[config.mk]
export PLATFORM = sky130hd
export DESIGN_NAME = rdc_event_logger
export DESIGN_NICKNAME = d
export VERILOG_FILES = /design/src/rtl/rdc_pkg.sv /design/src/rtl/rdc_log_fifo.sv /design/src/rtl/rdc_event_logger.sv
export SDC_FILE = /design/constraint.sdc
export NUM_CORES = 1
export LEC_CHECK = 0
export BUFFER_PORTS_ARGS = -buffer_cell sky130_fd_sc_hd__buf_4
export CAP_MARGIN = 20
export CORE_MARGIN = 5
export CORE_UTILIZATION = 50
export CTS_CLUSTER_DIAMETER = 60
export DETAILED_ROUTE_END_ITERATION = 10
export GPL_TIMING_DRIVEN = 0
export PLACE_DENSITY = 0.77
export SYNTH_ARGS = -nofsm -noshare
export SYNTH_HDL_FRONTEND = slang
export SYNTH_HIERARCHICAL = 1
export SYNTH_SLANG_ARGS = --single-unit
export TNS_END_PERCENT = 10
[constraint.sdc]
create_clock -name clk_i -period 10 [get_ports clk_i]
set_clock_uncertainty 0.1 [all_clocks]
set_input_delay 2 -clock clk_i [delete_from_list [all_inputs] [get_ports clk_i]]
set_output_delay 2 -clock clk_i [all_outputs]
set_load 0.1 [all_outputs]
[src/rtl/rdc_pkg.sv]
// Shared sizing helpers and the default log-entry layout for the RDC event logger.
package rdc_pkg;

    function automatic int idx_width(input int n);
        return (n > 1) ? $clog2(n) : 1;
    endfunction

    localparam int N_CORES_DEF       = 4;
    localparam int CORE_EVENTS_DEF   = 2;
    localparam int WEIGHTS_WIDTH_DEF = 8;
    localparam int TS_WIDTH_DEF      = 32;
    localparam int FIFO_DEPTH_DEF    = 8;

    localparam int N_COUNTERS  = N_CORES_DEF * CORE_EVENTS_DEF;
    localparam int CORE_IDX_W  = idx_width(N_CORES_DEF);
    localparam int EVENT_IDX_W = idx_width(CORE_EVENTS_DEF);

    typedef struct packed {
        logic [CORE_IDX_W-1:0]        core;
        logic [EVENT_IDX_W-1:0]       event_id;
        logic [TS_WIDTH_DEF-1:0]      timestamp;
        logic [WEIGHTS_WIDTH_DEF-1:0] watermark;
    } rdc_log_entry_t;

endpackage

[src/rtl/rdc_log_fifo.sv]
// Show-ahead synchronous FIFO of log entries; pointers carry one extra wrap bit.
module rdc_log_fifo
    import rdc_pkg::*;
#(
    parameter type ENTRY_T = rdc_log_entry_t,
    parameter int  DEPTH   = FIFO_DEPTH_DEF
) (
    input  logic                   clk_i,
    input  logic                   rstn_i,
    input  logic                   flush_i,
    input  logic                   push_i,
    input  logic                   pop_i,
    input  ENTRY_T                 push_data_i,
    output ENTRY_T                 head_o,
    output logic                   empty_o,
    output logic                   full_o,
    output logic [$clog2(DEPTH):0] count_o
);
    localparam int AW = $clog2(DEPTH);

    ENTRY_T      r_mem [DEPTH];
    logic [AW:0] r_wr_ptr;
    logic [AW:0] r_rd_ptr;
    logic [AW:0] w_count;
    logic        w_do_pop;
    logic        w_do_push;

    assign w_count   = r_wr_ptr - r_rd_ptr;
    assign empty_o   = (w_count == '0);
    assign full_o    = (w_count == (AW+1)'(DEPTH));
    assign count_o   = w_count;
    assign w_do_pop  = pop_i && !empty_o && !flush_i;
    assign w_do_push = push_i && (!full_o || w_do_pop) && !flush_i;

    // Head is masked while empty so stale storage never reaches the outputs.
    assign head_o = empty_o ? '0 : r_mem[r_rd_ptr[AW-1:0]];

    // NOTE: the storage array has no reset; only the pointers need one to define emptiness.
    always_ff @(posedge clk_i) begin
        if (w_do_push) begin
            r_mem[r_wr_ptr[AW-1:0]] <= push_data_i;
        end
    end

    always_ff @(posedge clk_i or negedge rstn_i) begin
        if (!rstn_i) begin
            r_wr_ptr <= '0;
            r_rd_ptr <= '0;
        end else if (flush_i) begin
            r_wr_ptr <= '0;
            r_rd_ptr <= '0;
        end else begin
            if (w_do_push) r_wr_ptr <= r_wr_ptr + 1'b1;
            if (w_do_pop)  r_rd_ptr <= r_rd_ptr + 1'b1;
        end
    end

endmodule

[src/rtl/rdc_event_logger.sv]
// Logs each newly raised RDC interruption bit (core, event, timestamp, watermark)
// into a show-ahead FIFO, one entry per cycle in index-priority order.
module rdc_event_logger
    import rdc_pkg::*;
#(
    parameter int N_CORES       = N_CORES_DEF,
    parameter int CORE_EVENTS   = CORE_EVENTS_DEF,
    parameter int WEIGHTS_WIDTH = WEIGHTS_WIDTH_DEF,
    parameter int TS_WIDTH      = TS_WIDTH_DEF,
    parameter int FIFO_DEPTH    = FIFO_DEPTH_DEF
) (
    input  logic                                                  clk_i,
    input  logic                                                  rstn_i,
    input  logic                                                  enable_i,
    input  logic                                                  clear_i,
    input  logic [N_CORES-1:0][CORE_EVENTS-1:0]                   interruption_vector_i,
    input  logic [N_CORES-1:0][CORE_EVENTS-1:0][WEIGHTS_WIDTH-1:0] watermark_i,
    input  logic                                                  pop_i,
    output logic                                                  entry_valid_o,
    output logic [idx_width(N_CORES)-1:0]                         entry_core_o,
    output logic [idx_width(CORE_EVENTS)-1:0]                     entry_event_o,
    output logic [TS_WIDTH-1:0]                                   entry_timestamp_o,
    output logic [WEIGHTS_WIDTH-1:0]                              entry_watermark_o,
    output logic [$clog2(FIFO_DEPTH):0]                           count_o,
    output logic                                                  lost_o
);
    localparam int CORE_W = idx_width(N_CORES);
    localparam int EVT_W  = idx_width(CORE_EVENTS);
    localparam int CNT_W  = $clog2(FIFO_DEPTH) + 1;

    typedef logic [N_CORES-1:0][CORE_EVENTS-1:0] vec_t;

    typedef struct packed {
        logic [CORE_W-1:0]        core;
        logic [EVT_W-1:0]         event_id;
        logic [TS_WIDTH-1:0]      timestamp;
        logic [WEIGHTS_WIDTH-1:0] watermark;
    } entry_t;

    vec_t                     r_prev;
    vec_t                     r_pending;
    logic [TS_WIDTH-1:0]      r_ts;
    logic                     r_lost;

    vec_t                     w_new;
    vec_t                     w_cand;
    vec_t                     w_sel_mask;
    logic                     w_found;
    logic [CORE_W-1:0]        w_sel_core;
    logic [EVT_W-1:0]         w_sel_evt;
    logic [WEIGHTS_WIDTH-1:0] w_sel_wm;
    logic                     w_empty;
    logic                     w_full;
    logic                     w_pop;
    logic                     w_push;
    logic [CNT_W-1:0]         w_count;
    entry_t                   w_push_entry;
    entry_t                   w_head;

    assign w_new  = interruption_vector_i & ~r_prev;
    assign w_cand = r_pending | w_new;

    // Scan from the highest flat index down so the lowest set index is the one left standing.
    always_comb begin
        // NOTE: every combinational output gets a default first, so no path can infer a latch.
        w_found    = 1'b0;
        w_sel_core = '0;
        w_sel_evt  = '0;
        w_sel_wm   = '0;
        w_sel_mask = '0;
        for (int c = N_CORES - 1; c >= 0; c--) begin
            for (int e = CORE_EVENTS - 1; e >= 0; e--) begin
                if (w_cand[c][e]) begin
                    w_found          = 1'b1;
                    w_sel_core       = CORE_W'(c);
                    w_sel_evt        = EVT_W'(e);
                    w_sel_wm         = watermark_i[c][e];
                    w_sel_mask       = '0;
                    w_sel_mask[c][e] = 1'b1;
                end
            end
        end
    end

    // A pop on a full FIFO frees the slot the same-edge push lands in.
    assign w_pop  = pop_i && !w_empty && !clear_i;
    assign w_push = enable_i && !clear_i && w_found && (!w_full || w_pop);

    assign w_push_entry = '{core: w_sel_core, event_id: w_sel_evt,
                            timestamp: r_ts, watermark: w_sel_wm};

    rdc_log_fifo #(
        .ENTRY_T (entry_t),
        .DEPTH   (FIFO_DEPTH)
    ) u_fifo (
        .clk_i       (clk_i),
        .rstn_i      (rstn_i),
        .flush_i     (clear_i),
        .push_i      (w_push),
        .pop_i       (w_pop),
        .push_data_i (w_push_entry),
        .head_o      (w_head),
        .empty_o     (w_empty),
        .full_o      (w_full),
        .count_o     (w_count)
    );

    // NOTE: state registers use non-blocking assignments so every flop samples pre-edge values.
    always_ff @(posedge clk_i or negedge rstn_i) begin
        if (!rstn_i) begin
            r_prev    <= '0;
            r_pending <= '0;
            r_ts      <= '0;
            r_lost    <= 1'b0;
        end else begin
            if (enable_i) r_ts <= r_ts + 1'b1;

            if (clear_i) begin
                r_prev    <= '0;
                r_pending <= '0;
                r_lost    <= 1'b0;
            end else if (!enable_i) begin
                // Detections still waiting when the enable window closes are discarded.
                r_prev    <= '0;
                r_pending <= '0;
                if (r_pending != '0) r_lost <= 1'b1;
            end else begin
                r_prev    <= interruption_vector_i;
                r_pending <= w_push ? (w_cand & ~w_sel_mask) : w_cand;
            end
        end
    end

    assign entry_valid_o     = !w_empty;
    assign entry_core_o      = w_head.core;
    assign entry_event_o     = w_head.event_id;
    assign entry_timestamp_o = w_head.timestamp;
    assign entry_watermark_o = w_head.watermark;
    assign count_o           = w_count;
    assign lost_o            = r_lost;

endmodule
# Yosys cells after proc, flatten, opt, wreduce, memory -nomap -nowiden
# Memories as Yosys holds them, arrays and structs flattened.
# Index checks and enable logic that the tools add are counted.
totals:
  ff_bits: 57
  mem_bits_rw: 344
  in_bits: 77
  out_inout_bits: 49
  wordCells: 98
  memories: 1
mem_list:
  columns: ["name", "words", "word_bits", "rd", "rd_clocked_by_memory_dff", "write_ports", "line_no", "source"]
  rows:
  - ["u_fifo.r_mem", 8, 43, 1, 0, 1, "rdc_log_fifo.sv:21", "ENTRY_T r_mem [DEPTH];"]
classes:
  addsub: 4
  eq_ne: 2
  mux: 54
  bitwise: 5
  reduce_logical: 20
op_table:
  columns: ["op", "count"]
  rows:
  - ["8-bit 2-to-1 mux", 21]
  - ["43-bit 2-to-1 mux", 1]
  - ["32-bit by 1-bit adder with 32-bit output, second input constant", 1]
  - ["1-bit 2-to-1 mux", 20]
  - ["8-bit AND", 2]
  - ["2-bit 2-to-1 mux", 8]
  - ["4-bit 2-to-1 mux", 4]
  - ["8-bit inverter", 2]
  - ["1-bit logical AND", 9]
  - ["4-bit by 1-bit adder with 4-bit output, second input constant", 2]
  - ["8-bit OR", 1]
  - ["8-bit nonzero test", 1]
  - ["2-bit nonzero test", 3]
  - ["4-bit == test, second input constant", 1]
  - ["4-bit zero test", 1]
  - ["4-bit subtractor", 1]
  - ["1-bit zero test", 3]
  - ["1-bit logical OR", 2]
  - ["2-bit by 1-bit inequality test with 1-bit output, second input constant", 1]
  - ["2-bit AND reduction", 1]

# Longest topological paths before layout
depth:
  ltp_word: 17
  mapped_depth: 16

# Modules after synthesis
# The synthesis kept the hierarchy.
modules_own_cells:
  columns: ["module", "instances", "cells_per_inst", "area_per_inst_um2", "seq_area_each_um2"]
  rows:
  - ["rdc_log_fifo", 1, 668, 13644.3, 10530.1]
  - ["rdc_event_logger", 1, 273, 2771.4, 1226.2]

# Least setup slack after synthesis
# Ideal clock, no wire load.
synth_timing:
  path_kind: "register -> register"
  start: "register u_fifo.r_rd_ptr[1]"
  end: "memory u_fifo/r_mem[4][0] (netlist bit), enable pin"
  setup_time_ns: 0.551
  t_arrival_ns: 8.564
  required_time_ns: 9.349
  path_slack_ns: 0.785
  stages_incl_launch_ff: 15
  path_buffers: 4
  cell_sequence: "dfrtp_1 > clkbuf_1 > buf_2 > buf_2 > inv_1 > fa_1 > xor2_1 > or3_1 > a21oi_4 > buf_2 > nand2b_1 > a21oi_1 > o31a_1 > o31ai_4 > nor4_1"
synth_between:
  elab_cells_between_ends: 16
  cone_classes: "1 x add/sub; 1 x eq/ne; 2 x mux; 12 x reduce/logical"
synth_rtl:
  columns: ["item", "line_no", "source"]
  rows:
  - ["start: declaration", "rdc_log_fifo.sv:23", "logic [AW:0] r_rd_ptr;"]
  - ["start signal: assignment", "rdc_log_fifo.sv:54", "if (w_do_pop) r_rd_ptr <= r_rd_ptr + 1'b1;"]
  - ["4-bit subtractor", "rdc_log_fifo.sv:28", "assign w_count = r_wr_ptr - r_rd_ptr;"]
  - ["via count_o[2]", "rdc_event_logger.sv:24", "output logic [$clog2(FIFO_DEPTH):0] count_o,"]
  - ["4-bit zero test", "rdc_log_fifo.sv:29", "assign empty_o = (w_count == '0);"]
  - ["via w_empty", "rdc_event_logger.sv:52", "logic w_empty;"]
  - ["1-bit zero test", "rdc_event_logger.sv:86", "assign w_pop = pop_i && !w_empty && !clear_i;"]
  - ["1-bit logical AND (2 in a row)", "rdc_event_logger.sv:86", null]
  - ["1-bit logical OR", "rdc_event_logger.sv:87", "assign w_push = enable_i && !clear_i && w_found && (!w_full || w_pop);"]
  - ["1-bit logical AND", "rdc_event_logger.sv:87", null]
  - ["via w_push", "rdc_event_logger.sv:55", "logic w_push;"]
  - ["1-bit logical AND (2 in a row)", "rdc_log_fifo.sv:33", "assign w_do_push = push_i && (!full_o || w_do_pop) && !flush_i;"]
  - ["1-bit 2-to-1 mux", "rdc_log_fifo.sv:40", "if (w_do_push) begin"]
  - ["1-bit 2-to-1 mux (implied by the code)", "rdc_log_fifo.sv:41", "r_mem[r_wr_ptr[AW-1:0]] <= push_data_i;"]
  - ["end: declaration", "rdc_log_fifo.sv:21", null]
# The timed path passes the listed nets, and every way through them passes these cells.

# Final worst setup path
layout_timing:
  start: "register u_fifo.r_rd_ptr[1]"
  end: "output entry_timestamp_o[7]"
layout_between:
  elab_chain_len: 3
  elab_cells_between_ends: 4
  cone_classes: "1 x add/sub; 1 x mux; 1 x reduce/logical; 1 x memory"
layout_lines:
  columns: ["item", "line_no", "source"]
  rows:
  - ["4-bit subtractor", "rdc_log_fifo.sv:28", null]
  - ["4-bit zero test", "rdc_log_fifo.sv:29", null]
  - ["43-bit 2-to-1 mux (*)", "rdc_log_fifo.sv:36", "assign head_o = empty_o ? '0 : r_mem[r_rd_ptr[AW-1:0]];"]
  - ["end: declaration", "rdc_event_logger.sv:22", "output logic [TS_WIDTH-1:0] entry_timestamp_o,"]
# Mark *: on every way between the ends. The rest lies on a longest branch, timed or not.

==> results.toml <==
[synth]
avgSynthCellArea_um2 = 17.4
synthesis.nets = 1025
synthArstFlopShare = 0.142
synth_seq_cells = 401
synth_cells = 941
yosysTopAreaCell = "edfxtp_1"
yosys_warnings = 6
ys_types = 64
synth_area_leaders = "edfxtp_1, mux4_2, dfrtp_1, nand2_1, a21oi_1"
syn-cell-area_mm2 = 0.0164
yosysTopAreaCellShare = 0.629
ys_seq_area_frac = 0.716
ys.flop_type = "edfxtp_1"
synth_edf_count = 344

[floorplan]
io_pins = 126
start_util = 0.506
fp.dieW_um = 191
core_area_mm2 = 0.0325
rows = 66
die_area_mm2 = 0.0366
fp.dieH_um = 191

[timing]
relSlewSlack = 0.315
tightest_slew_ns = 1.02
rsz0062_at_grt = "false"
slew_violations = 0
clock.fmax_ghz = 0.158
hold_violations = 0
fin_crit_sh = 0.631
setup_violations = 0
whs_ns = 0.410
min_period_ns = 6.31

[placed_design]
gp_congestion = 0.819
dp_hpwl_um = 25200
io_buffers = 124
dp.cells = 1555

[critical_path]
cp_cell_sequence = "clkbuf_1, buf_2, buf_2, inv_1, fa_1, xor2_1, or3_1, a21oi_4, buf_6, buf_4, a21oi_1, buf_4"
cp.arrival_ns = 4.21
critical_path.endpoint_type = "output port"
cp_max_fo = 10
critPathTopFamily = "buffers and inverters"
crit_buf_inv = 7
critPathKind = "reg2out"
cp_slowest_stage_delay_ns = 0.43
worst_path_max_delay_cell = "or3_1"
required_ns = 7.90
cp-start-kind = "flip-flop"

[clocking]
cts_max_level = 2
clk_latency_ns = 0.53
cts_tree = "done"
cts_sinks = 401
ctsHoldBuffers = 0
cts_resized = 0
numCtsBuffers = 40
post_cts_buffers = 0
clk_pin_slew_worst_paths_ns = 0.06
cts_root_buffer = "clkbuf_16"
clk_path_buf_depth = 3

[status]
status = "completed"

[layout]
area_delta_synth_final_pct = 19.5
layout.nets = 1239
layoutNonFillerInstCount = 1626
layout_common_cells = "edfxtp_1, buf_4, nand2_1"
layout_commonest_cell = "edfxtp_1"
n_fill_cell = 2306
num_antenna_cells = 0
drive_gt1_frac = 0.307

[global_routing]
grt_max_degree = 58
grt_pass1_vias = 9609
grt_antenna_before_repair = 0
track_usage = 0.201
grt.overflow.total = 0
grt_pass1_wl_um = 56200

[worst_hold_path]
hold_path_class = "reg2reg"

[route]
antenna_left = 0
viasPerCell = 5.77
vias = 9386
firstDrtPassIters = 5
routedWlPerCell_um = 22.4
drt_iter0_drc = 828
routed_wl_um = 36400
route.detailed.drc = 0

[flow_run]
cap_viol_max_count = 0

[power_and_ir_drop]
vdd_drop_max_mv = 0.144
power_density_mw_per_mm2 = 199
p_leak_uw = 0.00705
-- registers in the layout, summed over array words and instances, names as in the netlist --
signal,count
lost_o,1
u_fifo/r_mem,344
r_prev,8
u_fifo/r_rd_ptr,4
r_ts,32
u_fifo/r_wr_ptr,4
r_pending,8
-- through the flow --
stage | setup slack, ns | util | power (uW) | instance area, um2 | setup TNS (ns)
after floorplan | 0.785 | - | 2370 | 16400 | 0
after global placement | -2.60 | 0.552 | 2530 | 17900 | -458.95
after detailed placement | 4.21 | 0.567 | 2540 | 18400 | 0
after CTS | 3.68 | 0.605 | 3940 | 19600 | 0
after global routing | 3.44 | 0.605 | 4040 | 19600 | 0
final | 3.69 | 0.605 | 3910 | 19600 | 0
-- layout make-up --
| type | instances | area, um2 | area share |
|---|---|---|---|
| Timing Repair Buffer | 172 | 1370 | 0.0700 |
| Sequential cell | 401 | 11800 | 0.599 |
| Buffer | 46 | 216 | 0.0110 |
| Multi-Input combinational cell | 478 | 4430 | 0.226 |
| Inverter | 16 | 60.1 | 0.00306 |
| Tap cell | 442 | 553 | 0.0282 |
| Clock inverter | 18 | 113 | 0.00574 |
| Clock buffer | 53 | 1120 | 0.0572 |
-- cells in the mapped netlist (all sizes together) (7+ instances only) --
cell / n
dfrtp: 57
a21o: 14
xor2: 7
nand3: 14
clkbuf: 24
nor2: 29
edfxtp: 344
buf: 22
and2: 9
a221oi: 16
a21oi: 57
inv: 15
nand2: 111
mux4: 86
o221ai: 8
nor4: 9
nand4: 8
a22o: 8
nor3: 13
o22ai: 8
xnor2: 26
-- routing by layer --
layer,GRT usage,share of wire,vias to the layer above
met1,0.280,0.41,4857
li1,-,-,4148
met3,0.0336,0.059,61
met4,0.0464,0.019,0
met2,0.339,0.51,320
met5,0,0,-
-- path summary, 6_finish.rpt --
path	startpoint	endpoint	slack [ns]	cells after the start
worst max-delay path	u_fifo/r_rd_ptr[1]	entry_timestamp_o[7]	3.69	12
worst min-delay path	lost_o	lost_o	0.41	2
worst max register to register	u_fifo/r_rd_ptr[1]	u_fifo/r_mem[0][14]	4.21	18
worst min register to register	lost_o	lost_o	0.41	2
max in group asynchronous	rstn_i	r_prev[1]	7.74	1
min in group asynchronous	rstn_i	r_ts[0]	1.43	1
-- worst register-to-register path, cell delays in order (launching register included) --
cell and delay [ns]:
dfrtp_1 0.35, clkbuf_1 0.40, buf_2 0.39, buf_2 0.37, inv_1 0.13, fa_1 0.42, xor2_1 0.23, or3_1 0.28
a21oi_4 0.08, buf_2 0.24, nand2b_1 0.21, a21oi_1 0.35, o31a_1 0.28, o31ai_4 0.17, nor4_2 0.61, buf_4 0.29
buf_4 0.21, buf_4 0.20, buf_4 0.20
-- kinds of logic (layout without fill, tap and decap cells) --
| family | after synthesis | in the layout | share of synthesized area |
|---|---|---|---|
| AOI/OAI and AO/OA | 127 | 127 | 0.0542 |
| xor gates and xnor gates | 33 | 33 | 0.0176 |
| adders and majority gates | 7 | 7 | 0.00579 |
| buffers and inverters | 62 | 305 | 0.0168 |
| DFF | 401 | 401 | 0.716 |
| muxes | 90 | 90 | 0.121 |
| and+or+nand+nor | 221 | 221 | 0.0688 |
-- power by group --
group / switching [uW] / total, uW / internal (uW)
combinational: 420 / 570 / 150
clock: 591 / 1400 / 812
sequential: 54.1 / 1930 / 1880
Power figures use the tool's default switching activity.
